### src/rtl/avr_pkg.sv
// Shared types and constants for the AVR bank router: bridge FSM states,
// port register indices and status bit layout.
package avr_pkg;

  typedef enum logic [1:0] {
    ST_IDLE     = 2'd0,
    ST_EXT_WAIT = 2'd1,
    ST_EXT_DONE = 2'd2
  } ext_state_t;

  localparam int PORT_BANK   = 0;
  localparam int PORT_STATUS = 1;
  localparam int PORT_CURX   = 2;
  localparam int PORT_CURY   = 3;

  localparam int STAT_TIMEOUT = 0;
  localparam int STAT_BUSY    = 1;

  function automatic logic [7:0] status_byte(input logic timeout_err, input logic busy);
    logic [7:0] v;
    v               = 8'h00;
    v[STAT_TIMEOUT] = timeout_err;
    v[STAT_BUSY]    = busy;
    return v;
  endfunction

endpackage

### src/rtl/avr_ext_bridge.sv
// Handshake bridge to a slow external bank: latches the access, waits for a
// one-clock ack or a timeout, then presents the read data for one clock.
module avr_ext_bridge
  import avr_pkg::*;
#(
  parameter int AW      = 20,
  parameter int TIMEOUT = 255
) (
  input  logic          i_clock,
  input  logic          i_reset_n,
  input  logic          i_start,
  input  logic          i_we,
  input  logic [AW-1:0] i_addr,
  input  logic [7:0]    i_wdata,
  input  logic [7:0]    i_ext_rdata,
  input  logic          i_ext_ack,
  output ext_state_t    o_state,
  output logic          o_ext_req,
  output logic          o_ext_we,
  output logic [AW-1:0] o_ext_addr,
  output logic [7:0]    o_ext_wdata,
  output logic [7:0]    o_rdata,
  output logic          o_timeout
);

  localparam int CNT_W = $clog2(TIMEOUT + 1);

  ext_state_t       r_state;
  ext_state_t       w_state_next;
  logic [CNT_W-1:0] r_cnt;
  logic             w_ack;
  logic             w_expire;

  // An ack arriving on the last allowed cycle still counts as success.
  assign w_ack    = (r_state == ST_EXT_WAIT) && i_ext_ack;
  assign w_expire = (r_state == ST_EXT_WAIT) && !i_ext_ack && (r_cnt == CNT_W'(TIMEOUT - 1));

  always_ff @(posedge i_clock or negedge i_reset_n) begin
    if (!i_reset_n) r_state <= ST_IDLE;
    else            r_state <= w_state_next;
  end

  always_comb begin
    w_state_next = r_state;
    case (r_state)
      ST_IDLE:     if (i_start) w_state_next = ST_EXT_WAIT;
      ST_EXT_WAIT: if (w_ack || w_expire) w_state_next = ST_EXT_DONE;
      ST_EXT_DONE: w_state_next = ST_IDLE;
      default:     w_state_next = ST_IDLE;
    endcase
  end

  always_comb begin
    o_ext_req = (r_state == ST_EXT_WAIT);
    o_timeout = w_expire;
    o_state   = r_state;
  end

  always_ff @(posedge i_clock or negedge i_reset_n) begin
    if (!i_reset_n) begin
      r_cnt       <= '0;
      o_ext_we    <= 1'b0;
      o_ext_addr  <= '0;
      o_ext_wdata <= 8'h00;
      o_rdata     <= 8'h00;
    end else begin
      if (r_state == ST_IDLE && i_start) begin
        r_cnt       <= '0;
        o_ext_we    <= i_we;
        o_ext_addr  <= i_addr;
        o_ext_wdata <= i_wdata;
      end else if (r_state == ST_EXT_WAIT) begin
        r_cnt <= r_cnt + 1'b1;
      end
      if (w_ack)         o_rdata <= i_ext_rdata;
      else if (w_expire) o_rdata <= 8'hFF;
    end
  end

endmodule

### src/rtl/avr_bank_router.sv
// Data-bus router for the AVR core: banked window (on-chip or external),
// exported port-register file with bank/status ports, and SRAM fallback.
module avr_bank_router
  import avr_pkg::*;
#(
  parameter int          ADDR_W     = 16,
  parameter int unsigned WIN_BASE   = 16'hF000,
  parameter int          WIN_BITS   = 12,
  parameter int          BANK_W     = 8,
  parameter int          FAST_BANKS = 2,
  parameter int          NBANKS     = 6,
  parameter int unsigned PORT_BASE  = 16'h0020,
  parameter int          NPORTS     = 16,
  parameter int          TIMEOUT    = 255
) (
  input  logic                       i_clock,
  input  logic                       i_reset_n,
  input  logic [ADDR_W-1:0]          i_cpu_addr,
  input  logic [7:0]                 i_cpu_din,
  output logic [7:0]                 o_cpu_dout,
  input  logic                       i_cpu_wren,
  input  logic                       i_cpu_rden,
  output logic                       o_stall,
  output logic                       o_sram_wren,
  input  logic [7:0]                 i_sram_q,
  output logic [BANK_W+WIN_BITS-1:0] o_win_addr,
  output logic                       o_win_wren,
  input  logic [7:0]                 i_win_q,
  output logic                       o_ext_req,
  output logic                       o_ext_we,
  output logic [BANK_W+WIN_BITS-1:0] o_ext_addr,
  output logic [7:0]                 o_ext_wdata,
  input  logic [7:0]                 i_ext_rdata,
  input  logic                       i_ext_ack,
  output logic [8*NPORTS-1:0]        o_port_q
);

  localparam int          XA_W     = BANK_W + WIN_BITS;
  localparam int unsigned WIN_END  = WIN_BASE + (32'd1 << WIN_BITS);
  localparam int unsigned PORT_END = PORT_BASE + 32'(NPORTS);

  logic [31:0]       w_addr32;
  logic [31:0]       w_port_off;
  logic              w_win_hit;
  logic              w_port_hit;
  logic [BANK_W-1:0] w_bank;
  logic              w_bank_fast;
  logic              w_bank_ext;
  logic              w_live;
  logic              w_port_wr;
  logic [7:0]        w_port_rd;
  logic [7:0]        w_port_val [NPORTS];
  logic              w_busy;
  logic              w_timeout;
  logic              w_ext_start;
  logic [7:0]        w_ext_rdata;
  ext_state_t        w_state;
  logic              r_timeout_err;

  // 32-bit compare so a window ending exactly at the top of the address space works.
  assign w_addr32    = 32'(i_cpu_addr);
  assign w_port_off  = w_addr32 - PORT_BASE;
  assign w_win_hit   = (w_addr32 >= WIN_BASE) && (w_addr32 < WIN_END);
  assign w_port_hit  = !w_win_hit && (w_addr32 >= PORT_BASE) && (w_addr32 < PORT_END);
  assign w_bank      = w_port_val[PORT_BANK][BANK_W-1:0];
  assign w_bank_fast = 32'(w_bank) < 32'(FAST_BANKS);
  assign w_bank_ext  = !w_bank_fast && (32'(w_bank) < 32'(NBANKS));
  assign w_busy      = (w_state != ST_IDLE);
  assign w_live      = (w_state != ST_EXT_WAIT);
  assign w_ext_start = (w_state == ST_IDLE) && w_win_hit && w_bank_ext && (i_cpu_rden || i_cpu_wren);
  assign o_stall     = w_ext_start || (w_state == ST_EXT_WAIT);
  assign o_win_addr  = {w_bank, i_cpu_addr[WIN_BITS-1:0]};

  genvar gi;
  generate
    for (gi = 0; gi < NPORTS; gi++) begin : g_port
      if (gi == PORT_STATUS) begin : g_status
        assign w_port_val[gi] = status_byte(r_timeout_err, w_busy);
      end else begin : g_rw
        logic [7:0] r_val;
        always_ff @(posedge i_clock or negedge i_reset_n) begin
          if (!i_reset_n)                                 r_val <= 8'h00;
          else if (w_port_wr && w_port_off == 32'(gi))    r_val <= i_cpu_din;
        end
        assign w_port_val[gi] = r_val;
      end
      assign o_port_q[gi*8 +: 8] = w_port_val[gi];
    end
  endgenerate

  always_comb begin
    w_port_rd = 8'h00;
    for (int i = 0; i < NPORTS; i++) begin
      if (w_port_off == 32'(i)) w_port_rd = w_port_val[i];
    end
  end

  // A timeout landing on the same clock as a write-1-to-clear keeps the flag set.
  always_ff @(posedge i_clock or negedge i_reset_n) begin
    if (!i_reset_n)
      r_timeout_err <= 1'b0;
    else if (w_timeout)
      r_timeout_err <= 1'b1;
    else if (w_port_wr && w_port_off == 32'(PORT_STATUS) && i_cpu_din[STAT_TIMEOUT])
      r_timeout_err <= 1'b0;
  end

  always_comb begin
    o_sram_wren = 1'b0;
    o_win_wren  = 1'b0;
    w_port_wr   = 1'b0;
    o_cpu_dout  = i_sram_q;
    if (w_state == ST_EXT_DONE) begin
      o_cpu_dout = w_ext_rdata;
    end else if (w_win_hit) begin
      if (w_bank_fast) begin
        o_win_wren = i_cpu_wren && w_live;
        o_cpu_dout = i_win_q;
      end else begin
        o_cpu_dout = 8'hFF;
      end
    end else if (w_port_hit) begin
      o_sram_wren = i_cpu_wren && w_live;
      w_port_wr   = i_cpu_wren && w_live;
      o_cpu_dout  = w_port_rd;
    end else begin
      o_sram_wren = i_cpu_wren && w_live;
    end
  end

  avr_ext_bridge #(
    .AW      (XA_W),
    .TIMEOUT (TIMEOUT)
  ) u_bridge (
    .i_clock     (i_clock),
    .i_reset_n   (i_reset_n),
    .i_start     (w_ext_start),
    .i_we        (i_cpu_wren),
    .i_addr      ({w_bank, i_cpu_addr[WIN_BITS-1:0]}),
    .i_wdata     (i_cpu_din),
    .i_ext_rdata (i_ext_rdata),
    .i_ext_ack   (i_ext_ack),
    .o_state     (w_state),
    .o_ext_req   (o_ext_req),
    .o_ext_we    (o_ext_we),
    .o_ext_addr  (o_ext_addr),
    .o_ext_wdata (o_ext_wdata),
    .o_rdata     (w_ext_rdata),
    .o_timeout   (w_timeout)
  );

endmodule

### config.mk
export PLATFORM = sky130hd
export DESIGN_NAME = avr_bank_router
export DESIGN_NICKNAME = d
export VERILOG_FILES = /design/src/rtl/avr_pkg.sv /design/src/rtl/avr_ext_bridge.sv /design/src/rtl/avr_bank_router.sv
export SDC_FILE = /design/constraint.sdc
export NUM_CORES = 1
export LEC_CHECK = 0
export CORE_MARGIN = 3
export CORE_UTILIZATION = 52
export CTS_BUF_LIST = sky130_fd_sc_hd__clkbuf_16
export CTS_CLUSTER_SIZE = 20
export DETAILED_ROUTE_END_ITERATION = 8
export HOLD_SLACK_MARGIN = 0.05
export PLACE_DENSITY = 0.86
export SYNTH_ARGS = -nofsm -noshare
export SYNTH_HDL_FRONTEND = slang
export SYNTH_SLANG_ARGS = --single-unit
### constraint.sdc
create_clock -name i_clock -period 5.34 [get_ports i_clock]
set_input_delay 0.801 -clock i_clock [delete_from_list [all_inputs] [get_ports i_clock]]
set_output_delay 0.801 -clock i_clock [all_outputs]
set_load 0.01 [all_outputs]
==> results of run 1 <==
final timing paths:
path | start | end | slack, ns | depth (start not counted)
max reg2reg | u_bridge.o_state[0] | g_port[4].g_rw.r_val[6] | 2.26 | 8
min in group i_clock | u_bridge.o_ext_wdata[2] | u_bridge.o_ext_wdata[2] | 0.47 | 2
max in group asynchronous | i_reset_n | g_port[4].g_rw.r_val[1] | 3.86 | 2
min | i_reset_n | u_bridge.r_cnt[2] | 0.33 | 1
min reg2reg | u_bridge.o_ext_wdata[2] | u_bridge.o_ext_wdata[2] | 0.47 | 2
max | i_cpu_addr[6] | o_cpu_dout[5] | 0.29 | 11
layout make-up:
cell class              count  share of cell area
flip-flops and latches    168               0.360
clock buffers              17              0.0364
repair buffers            267               0.222
inverters                   8             0.00257
multi-input cells         546               0.346
well taps                 216              0.0231
clock inverters            14              0.0105
registers in the layout (all words and copies together) (netlist names):
name	flops
r_timeout_err	1
u_bridge.o_ext_addr	20
u_bridge.o_rdata	8
u_bridge.o_ext_we	1
u_bridge.r_cnt	8
u_bridge.o_ext_wdata	8
g_port.g_rw.r_val	120
u_bridge.o_state	2
Yosys cell counts, drive strengths merged (6+ instances only):
cell	n
nor4	13
or3	10
nand4	12
xor2	6
nand2	92
o21ai	29
nor2	57
and2	10
inv	6
buf	37
nand2b	9
clkbuf	37
nor3	21
mux2	124
nand3	16
dfrtp	168
o22ai	13
mux2i	10
o221ai	6
a21oi	25
metrics by stage:
step | instances | utilization | TNS [ns] | total power, mW | instance area, µm²
after floorplan | 796 | - | 0 | 1.55 | 8670
after global placement | 1205 | 0.694 | 0 | 1.70 | 11100
after detailed placement | 1205 | 0.694 | 0 | 1.71 | 11100
after CTS | 1236 | 0.728 | 0 | 2.87 | 11700
after global routing | 1236 | 0.728 | -0.0377 | 2.97 | 11700
final | 1236 | 0.728 | 0 | 2.87 | 11700
timing repair:
item                       CTS  global route
gates resized for setup      0             1
setup endpoints to repair    0             3
hold buffers                 0             0
where the power goes:
group / total (mW) / internal, mW / leakage [nW] / switching, mW
Sequential: 1.37 / 1.32 / 2.30 / 0.0422
Clock: 1.18 / 0.641 / 0.261 / 0.534
Combinational: 0.325 / 0.133 / 2.71 / 0.193
kinds of logic after synthesis:
group / share of synthesized area
AOI/OAI and AO/OA: 0.0990
xor gates and xnor gates: 0.0101
adders and majority gates: 0.00578
buffers and inverters: 0.0500
DFF: 0.486
muxes: 0.189
other: 0.000433
and+or+nand+nor: 0.160
per-layer routing:
layer / wire, µm / vias to the layer above / track usage
li1: - / 3278 / -
met1: 12100 / 3789 / 0.444
met2: 13600 / 460 / 0.503
met3: 2680 / 87 / 0.0749
met4: 1390 / 0 / 0.155
met5: 0 / - / 0
==> flow_summary.yaml, run 1 <==
clocking:
  clkLatencyLatePin_ns: 0.44
  cts_tree: "yes"
  htree_levels: 4
  clock-sinks: 168
  cts.root.buffer_cell: "clkbuf_16"
  numCtsBuffers: 17
  clk_pin_slew_ns: 0.07
  cts_buffer_depth: 2
  post_cts_buffers: 0
sta:
  fin_crit_ns: 5.05
  fin_skew_ns: 0.0125
  slew_headroom: 0.346
  worst_slew_pin_slew_ns: 0.973
  fin_ws_ns: 0.289
  period_share: 0.946
  drv_slew: 0
  clock.fmax_mhz: 198
  finalSetupViolations: 0
  finalHoldViolations: 0
  holdWs_ns: 0.326
setup_path:
  cp_slowest_stage_delay_ns: 0.56
  crit_family: "simple AND/OR/NAND/NOR gates"
  critPathMaxFanout: 10
  slowest_stage: "clkdlybuf4s50_1"
  path_cells: "clkdlybuf4s50_1 -> inv_1 -> ha_1 -> nor3b_1 -> xnor2_1 -> nand3_2 -> or3_1 -> nor4_1 -> o21ai_0 -> a21oi_1 -> clkdlybuf4s50_1"
  worstPathArrival_ns: 4.25
  criticalPathCategory: "primary input to primary output"
  critPathLaunchType: "primary input"
  timing.critical_path.buf_inv: 3
  cp_common_cell: "clkdlybuf4s50_1"
  end_kind: "primary output"
  crit_required_ns: 4.54
cells_and_area:
  layout.area.seq_um2: 4200
  final_cell_mix: "234 x clkdlybuf4s50_1, 168 x dfrtp_1, 92 x nand2_1"
  fill_cells: 1143
  antenna_cells: 0
  nets: 1065
  drive_above_1_share: 0.177
  layout_commonest_cell: "clkdlybuf4s50_1"
  multi_input_area_um2: 4050
  syn2layout_area_growth_pct: 35.1
synthesis:
  synth_cell_type_count: 70
  yosysTopAreaCell: "dfrtp_1"
  synthArstFlopShare: 1.00
  syn_area_per_cell_um2: 10.9
  synth_edf_count: 0
  ys_warn_count: 0
  netlist.area_leader.share: 0.486
  synth-seq-cells: 168
  synthTopCellsByArea: "dfrtp_1 49%, mux2_2 9.8%, mux2_4 4.2%"
  synth_area_um2: 8650
  synth_cells: 791
  seq_area_frac_synth: 0.486
  synth_ff_type: "dfrtp_1"
routing:
  firstDrtPassIters: 5
  drc: 0
  wl_per_cell_um: 24.0
  drt-total-wl_um: 29700
  ant_nets: 0
  drt-initial-drc-count: 846
  viasPerCell: 6.16
  vias: 7614
global_routing:
  first_global_vias: 7512
  antenna_found_initial: 0
  overflow: 0
  grt_max_degree: 62
  grt_pass1_wl_um: 45000
  grt_usage: 0.327
min_path:
  hp-class: "primary input to asynchronous set/reset pin"
power:
  power_density_nw_per_um2: 245
  leakagePower_nw: 5.27
  peakVddDrop_v: 0.000239
run:
  cap_viol_max_count: 0
die:
  fp.dieArea_um2: 18200
  die_h_um: 135
  fp.dieW_um: 135
  start_util: 0.539
  io_pins: 242
  rows: 46
  coreArea_um2: 16100
place:
  dp.final_hpwl_um: 21600
  dp_slack_ns: 0.274
  io_buffers: 235
  place_congestion: 0.996
outcome:
  status: "completed"
No activity file was read; power rests on OpenSTA's default activity.
==> run 2: changes to the inputs <==
- CORE_UTILIZATION: 52 -> 49
- MAX_ROUTING_LAYER: not set -> met4
- PLACE_DENSITY: 0.86 -> 0.82
- clock period: 5.34 -> 4.9 ns (I/O delays scaled with it)
==> run 2 against run 1 <==
Net effect: wire length increased by 2.4%; final area increased by 2.2%; largest power group unchanged; non-clock buffer count increased by 21; sequential power increased by 9%; utilization decreased by 2.2 points; via count increased by 0.58%; clock-buffer cell count unchanged; worst hold slack improved by 0.012 ns; largest cell class unchanged.
==> flow_summary.yaml, run 2 (synthesized netlist as in run 1, its figures left out) <==
global_routing:
  use_met2: 0.492
  busiest_layer: "met2"
  grt_max_degree: 96
  overflow: 0
  grt_usage: 0.320
  antenna_found_initial: 0
  first_global_vias: 7776
  grt_pass1_wl_um: 46600
  grt_use_met1: 0.420
  grt_use_met3: 0.0838
die:
  fp.dieW_um: 139
  die_h_um: 139
  coreArea_um2: 16900
  fp.dieArea_um2: 19300
  rows: 47
  io_pins: 242
  start_util: 0.511
cells_and_area:
  stdcell_area_um2: 12000
  antenna_cells: 0
  final_cell_mix: "233 x clkdlybuf4s50_1, 168 x dfrtp_1, 92 x nand2_1"
  largest_reg_flops: 120
  drive_above_1_share: 0.205
  layout_commonest_cell: "clkdlybuf4s50_1"
  top_register: "g_port.g_rw.r_val"
  reg_top3: "g_port.g_rw.r_val: 120 flops, u_bridge.o_ext_addr: 20 flops"
  syn2layout_area_growth_pct: 38.2
  nets: 1086
routing:
  wl_per_cell_um: 24.1
  firstDrtPassIters: 5
  drt-total-wl_um: 30400
  ant_nets: 0
  viasPerCell: 6.07
  vias: 7658
  drt-initial-drc-count: 574
  drc: 0
setup_path:
  critPathLaunchType: "primary input"
  worstPathArrival_ns: 4.03
  reg2reg_slack_ns: 1.82
  path_cells: "clkdlybuf4s50_1 -> inv_1 -> ha_2 -> xor2_1 -> buf_4 -> or3_1 -> buf_4 -> nor2_1 -> a221o_1 -> a41oi_1 -> a21oi_1 -> clkdlybuf4s50_1"
  end_kind: "primary output"
  timing.critical_path.buf_inv: 5
  crit_required_ns: 4.16
  slowest_stage: "clkdlybuf4s50_1"
  crit_family: "buffers and inverters"
  criticalPathCategory: "primary input to primary output"
  critPathMaxFanout: 8
  cp_slowest_stage_delay_ns: 0.60
sta:
  worst_slew_pin_slew_ns: 1.03
  slew_headroom: 0.314
  finalHoldViolations: 0
  period_share: 0.973
  clock.fmax_mhz: 210
  rsz0062_at_grt: "no"
  drv_slew: 0
  finalSetupViolations: 0
  holdWs_ns: 0.338
  tns_ns: 0
  fin_crit_ns: 4.77
  fin_skew_ns: 0.0150
clocking:
  ctsHoldBuffers: 0
  cts.root.buffer_cell: "clkbuf_16"
  htree_levels: 4
  cts_tree: "yes"
  clkLatencyLatePin_ns: 0.44
  clk_pin_slew_ns: 0.07
  numCtsBuffers: 17
  cts_buffer_depth: 2
  clock-sinks: 168
power:
  leakagePower_nw: 5.43
  power_density_nw_per_um2: 274
  peakVddDrop_v: 0.000224
  total_power_mw: 3.27
outcome:
  status: "completed"
place:
  dpl_cell_area_um2: 11300
  place_congestion: 0.948
  io_buffers: 235
  dp.final_hpwl_um: 22100
run:
  cap_viol_max_count: 0
min_path:
  hp-class: "primary input to asynchronous set/reset pin"
## run 2: cell types whose count changed in the layout (fill, tap and decap cells not counted), sizes merged
cell / previous run / this run
buf: 33 / 54
bufinv: 1 / 3
clkinvlp: 4 / 2
clkdlybuf4s50: 234 / 233
clkinv: 5 / 4
dlymetal6s2s: 0 / 1
inv: 12 / 13
## run 2: through the flow
| step | worst slack (ns) | util | cells |
|---|---|---|---|
| floorplan | 0.947 | - | 796 |
| global placement | 0.0277 | 0.667 | 1229 |
| detailed placement | -0.0668 | 0.667 | 1229 |
| CTS | 0.0483 | 0.703 | 1260 |
| global route | 0.00287 | 0.706 | 1261 |
| finish | 0.134 | 0.706 | 1261 |
## run 2: worst paths after layout
| path | cells after the start | to | start |
|---|---|---|---|
| hold reg to reg | 2 | u_bridge.o_ext_addr[13] | u_bridge.o_ext_addr[13] |
| max in group asynchronous | 2 | u_bridge.o_ext_addr[6] | i_reset_n |
| setup / recovery | 12 | o_cpu_dout[2] | i_cpu_addr[6] |
| hold / removal | 1 | g_port[8].g_rw.r_val[5] | i_reset_n |
| min in group i_clock | 2 | u_bridge.o_ext_addr[13] | u_bridge.o_ext_addr[13] |
| setup reg to reg | 7 | g_port[3].g_rw.r_val[5] | u_bridge.o_state[0] |
## run 2: what timing repair did
item	4_1_cts	5_1_grt
gates resized for setup	2	10
endpoints found under the setup margin	1	8
buffers inserted	0	1
pin swaps	0	3
## run 2: layout make-up
type / count / area [µm²]
Timing Repair Buffer: 288 / 2750
Clock buffer: 17 / 425
Sequential cell: 168 / 4200
Clock inverter: 14 / 188
Inverter: 8 / 30.0
Fill cell: 1253 / 4980
Tap cell: 220 / 275
Multi-Input combinational cell: 546 / 4080
## run 2: layer usage
| layer | vias to the layer above | share of wire |
|---|---|---|
| li1 | 3318 | - |
| met1 | 3857 | 0.42 |
| met2 | 424 | 0.47 |
| met3 | 59 | 0.084 |
| met4 | 0 | 0.026 |
| met5 | - | 0 |
## run 2: where the power goes
group          leakage, nW  switching, mW  internal, mW
clock network        0.296          0.598         0.816
logic                 2.84          0.215         0.152
registers             2.30         0.0481          1.44
